$ cat src/rtl/cu_multicycle.sv
// cu_multicycle: multi-cycle fetch/decode/read/exec/writeback control unit for ROM, register RAM and ALU.
// Define CU_BRANCH_EN to enable JMP (1101) and JZ (1110); otherwise both decode as NOP.
module cu_multicycle #(
  parameter int DATA_W  = 16,
  parameter int RADDR_W = 6,
  parameter int ROM_AW  = 8
) (
  input  logic                      clk,
  input  logic                      rst_n,
  input  logic                      start,
  output logic                      rom_rd,
  output logic [ROM_AW-1:0]         rom_addr,
  input  logic [4+2*RADDR_W-1:0]    rom_data,
  output logic                      ram_rd,
  output logic [RADDR_W-1:0]        ram_rd_addr,
  input  logic [DATA_W-1:0]         ram_rdata,
  output logic                      ram_wr,
  output logic [RADDR_W-1:0]        ram_wr_addr,
  output logic [DATA_W-1:0]         ram_wdata,
  output logic                      alu_en,
  output logic [3:0]                alu_op,
  output logic [DATA_W-1:0]         alu_a,
  output logic [DATA_W-1:0]         alu_b,
  input  logic [DATA_W-1:0]         alu_result,
  input  logic                      alu_zero,
  output logic [ROM_AW-1:0]         pc,
  output logic                      busy,
  output logic                      halted,
  output logic                      zero_flag
);
  localparam int IW = 4 + 2 * RADDR_W;
  typedef enum logic [2:0] {IDLE, FETCH, DECODE, RDA, RDB, EXEC, WB, HALT} state_t;
  state_t               state;
  logic [IW-1:0]        ir;
  logic [DATA_W-1:0]    a_reg, res_reg;
  logic [ROM_AW-1:0]    pc_dec;
  logic [3:0]           rop, iop;
  logic [RADDR_W-1:0]   dst, src;
  logic                 r_alu, i_mov;
  assign rop   = rom_data[IW-1 -: 4];
  assign iop   = ir[IW-1 -: 4];
  assign dst   = ir[2*RADDR_W-1 -: RADDR_W];
  assign src   = ir[RADDR_W-1:0];
  assign r_alu = rop >= 4'd2 && rop <= 4'd11;
  assign i_mov = iop == 4'd1;
`ifdef CU_BRANCH_EN
  // Jump target is the concatenated {dest,src} field resized to the ROM address width.
  assign pc_dec = (rop == 4'hD || (rop == 4'hE && zero_flag)) ? ROM_AW'(rom_data[2*RADDR_W-1:0]) : pc + 1'b1;
`else
  assign pc_dec = pc + 1'b1;
`endif
  always_ff @(posedge clk) begin
    if (!rst_n) begin
      state     <= IDLE;
      pc        <= '0;
      ir        <= '0;
      a_reg     <= '0;
      res_reg   <= '0;
      zero_flag <= 1'b0;
    end else begin
      case (state)
        IDLE:   if (start) state <= FETCH;
        HALT:   if (start) begin
          pc    <= '0;
          state <= FETCH;
        end
        FETCH:  state <= DECODE;
        DECODE: begin
          ir    <= rom_data;
          pc    <= pc_dec;
          if (rop == 4'hC) res_reg <= DATA_W'(rom_data[RADDR_W-1:0]);
          state <= (rop == 4'd1 || r_alu) ? RDA : rop == 4'hC ? WB : rop == 4'hF ? HALT : FETCH;
        end
        RDA:    state <= i_mov ? WB : RDB;
        RDB: begin
          a_reg <= ram_rdata;
          state <= EXEC;
        end
        EXEC: begin
          res_reg   <= alu_result;
          zero_flag <= alu_zero;
          state     <= WB;
        end
        WB:     state <= FETCH;
      endcase
    end
  end
  // Outputs decode only flopped state/IR, so start never reaches a strobe combinationally.
  always_comb begin
    rom_rd      = state == FETCH;
    rom_addr    = rom_rd ? pc : '0;
    ram_rd      = state == RDA || state == RDB;
    ram_rd_addr = state == RDA ? src : state == RDB ? dst : '0;
    ram_wr      = state == WB;
    ram_wr_addr = ram_wr ? dst : '0;
    ram_wdata   = !ram_wr ? '0 : i_mov ? ram_rdata : res_reg;
    alu_en      = state == EXEC;
    alu_op      = alu_en ? iop - 4'd1 : '0;
    alu_a       = alu_en ? a_reg : '0;
    alu_b       = alu_en ? ram_rdata : '0;
    busy        = state != IDLE && state != HALT;
    halted      = state == HALT;
  end
endmodule

$ cat config.mk
export PLATFORM = sky130hd
export DESIGN_NAME = cu_multicycle
export DESIGN_NICKNAME = d
export VERILOG_FILES = /design/src/rtl/cu_multicycle.sv
export SDC_FILE = /design/constraint.sdc
export NUM_CORES = 1
export LEC_CHECK = 0
export BUFFER_PORTS_ARGS = -buffer_cell sky130_fd_sc_hd__clkbuf_2
export CAP_MARGIN = 20
export CORE_MARGIN = 2
export CORE_UTILIZATION = 52
export CTS_CLUSTER_SIZE = 12
export DETAILED_ROUTE_END_ITERATION = 6
export PLACE_DENSITY_LB_ADDON = 0.1
export SYNTH_ARGS = -nofsm -noshare
export SYNTH_HDL_FRONTEND = slang
export SYNTH_SLANG_ARGS = --single-unit
$ cat constraint.sdc
create_clock -name clk -period 3.8 [get_ports clk]
set_input_delay 0.19 -clock clk [delete_from_list [all_inputs] [get_ports clk]]
set_output_delay 0.19 -clock clk [all_outputs]
set_load 0.005 [all_outputs]
==> metrics.cfg <==
[worst_setup_path]
cp_max_fo=19
cp.arrival_ns=2.25
crit_buf_inv=2
slowest_stage=dfxtp_1
required_ns=3.61
cpPeakStageDelay_ns=0.66
start_kind=register
endpoint_kind=output port
cp_cell_sequence=nand3b_1 -> inv_1 -> and2_1 -> clkbuf_2
crit_family=simple AND/OR/NAND/NOR gates
path_class=reg2out

[timing]
rsz0062_at_grt=no
post-route-period-util_pct=64.32
tightest_slew_ns=1.065
setup_ws_ns=1.356
hold_violations=0
fin_skew_ns=0.006093
setup_tns_ns=0
fmax_ghz=0.4091
fin_crit_ns=2.444
slew_headroom_pct=28.84
setup_viol=0
slew_violations=0

[logic_synthesis]
ys_types=45
synth_ff_type=dfxtp_1
yosysSeqAreaShare_pct=36.57
syn_nets=493
ys_ff_latch=60
synth_edf_count=0
syn_inst=437
synth_area_um2=3284
yosysWarningCount=0
async_reset_ff_share_pct=0
synth.avg_cell_area_um2=7.516

[detailed_routing]
wl_um=9007
dr.pass1.iters=4
num_vias=3483
drt-initial-drc-count=120
post-route-drc-count=0
drtAntennaViolNets=0
wl_per_cell_um=14.14
viasPerCell=5.468

[power]
seq_power_share_pct=47.0
p_switching_w=0.0002997
p_per_area_nw_per_um2=325.4
intPower_w=0.001058
p_sw_share_pct=22.08
ir_drop_v=0.0002130
clockPowerShare_pct=46.9
total_power_w=0.001357
leakagePower_nw=1.803
comb_power_share_pct=6.1

[cts]
post-cts-setup-buffer-count=0
h-tree-depth=3
cts_resized=0
cts_buffer_depth=2
cts_tree=built
clkLatencyLatePin_ns=0.33
clock-sinks=60
cts_buffers=9
root_buffer=clkbuf_8
cts_hold_buf=0
path_clk_slew_ns=0.07

[floorplanning]
die_area_um2=6968
rows=28
start_util_pct=54.51
top_level_ports=139
fp.dieW_um=83.48
core-area_um2=6026
fp.dieH_um=83.48

[global_route]
grt_pass1_wl_um=14680
grt_max_degree=62
antenna_found_initial=0
grt_util_met1_pct=33.81
met3_usage_pct=6.231
track_usage_pct=25.37
grt-ovfl-total=0
grt_use_met2_pct=40.47
grt_pass1_vias=3134
busiest_layer=met2

[status]
status=finished clean

[final_layout]
fillCellCount=549
antennaDiodeCount=0
nets=613
fin_util_pct=69.23
drive_above_1_share_pct=28.83
area_growth_pct=27.01

[placement]
gp_congestion=0.8416
dpl.hpwl_um=6416
place_ws_ns=1.601
port_buffers=138

[flow_run]
max-cap-violations=0

[worst_hold_path]
hp-class=in2reg

==> per-stage QoR <==
stage | area [µm²] | std cells | hold WS, ns
final | 4172 | 637 | 0.08047
after global routing | 4172 | 637 | 0.07941
after CTS | 4172 | 637 | 0.07059
after detailed placement | 3954 | 621 | 0.4270
after global placement | 3954 | 621 | 0.4272
after floorplan | 3284 | 437 | 0.3249
==> logic make-up after synthesis <==
group           synth area share, %
mux                           1.219
xor+xnor                     0.8001
simple gates                  31.43
flops                         36.57
fa+ha+maj                     1.524
compound gates                23.28
buf+inv                       5.181
==> path summary, 6_finish.rpt <==
| kind | startpoint | to | slack [ns] | cells after the start |
|---|---|---|---|---|
| max | state[2] | ram_wr_addr[1] | 1.36 | 4 |
| min | alu_result[7] | res_reg[7] | 0.08 | 3 |
| max reg2reg | state[2] | res_reg[4] | 1.59 | 6 |
| min reg2reg | a_reg[10] | a_reg[10] | 0.47 | 2 |
==> Yosys cell counts (5+ instances only) <==
cell        n  area, µm²
nand2_1   123      461.7
a21boi_0   36      270.3
inv_1       5      18.77
o21ai_0    14      70.07
dfxtp_1    60       1201
a21oi_1    21      105.1
nor2_1     10      37.54
clkbuf_1   24      90.09
and2_1     47      294.0
a22o_1      7      61.31
nand3_1    14      70.07
a21boi_1   11      82.58
==> cell type report <==
cell class	count	area (µm²)	share of cell area (%)
clock buffers	12	145.1	3.479
clock inverters	4	72.57	1.740
inverters	6	22.52	0.5399
multi-input cells	339	1923	46.10
flip-flops and latches	60	1201	28.79
well taps	75	93.84	2.250
repair buffers	141	713.2	17.10
==> tightest hold or removal path: cells and delay by family <==
| kind | cells | cell delay, ns |
|---|---|---|
| compound gates | 1 | 0.05 |
| buf+inv | 1 | 0.08 |
| simple gates | 1 | 0.05 |
==> power by group through the flow <==
| stage | Combinational, W | Sequential (W) | Clock [W] |
|---|---|---|---|
| finish | 0.0000830 | 0.000638 | 0.000637 |
| global route | 0.0000921 | 0.000638 | 0.000668 |
| detailed placement | 0.0000826 | 0.000652 | 0 |
| floorplan | 0.0000388 | 0.000649 | 0 |
| CTS | 0.0000832 | 0.000638 | 0.000642 |
| global placement | 0.0000828 | 0.000652 | 0 |
==> layer usage <==
| layer | routed length [µm] | up-vias |
|---|---|---|
| met2 | 4156 | 139 |
| met3 | 713 | 11 |
| met5 | 0 | - |
| met1 | 4023 | 1617 |
| met4 | 114 | 0 |
| li1 | - | 1716 |
==> cells in the final DEF (no fill, tap or decap), types with 2 or more instances in the layout <==
cell type,instances
clkbuf_2,138
nand2_1,123
dfxtp_1,60
and2_1,47
a21boi_0,36
a21oi_1,21
nand3_1,14
o21ai_0,14
a21boi_1,11
nor2_1,10
clkbuf_8,10
a22o_1,7
inv_1,5
mux2i_1,4
o211a_1,4
a31oi_1,4
ha_1,4
nor3_1,3
nor2b_1,3
or4_1,3
a211oi_1,3
buf_4,3
nor3b_1,2
xnor2_1,2
nor3b_2,2
o211ai_1,2
o311ai_0,2
o21a_1,2
clkbuf_1,2
bufinv_16,2
(Power assumes the default switching activity.)
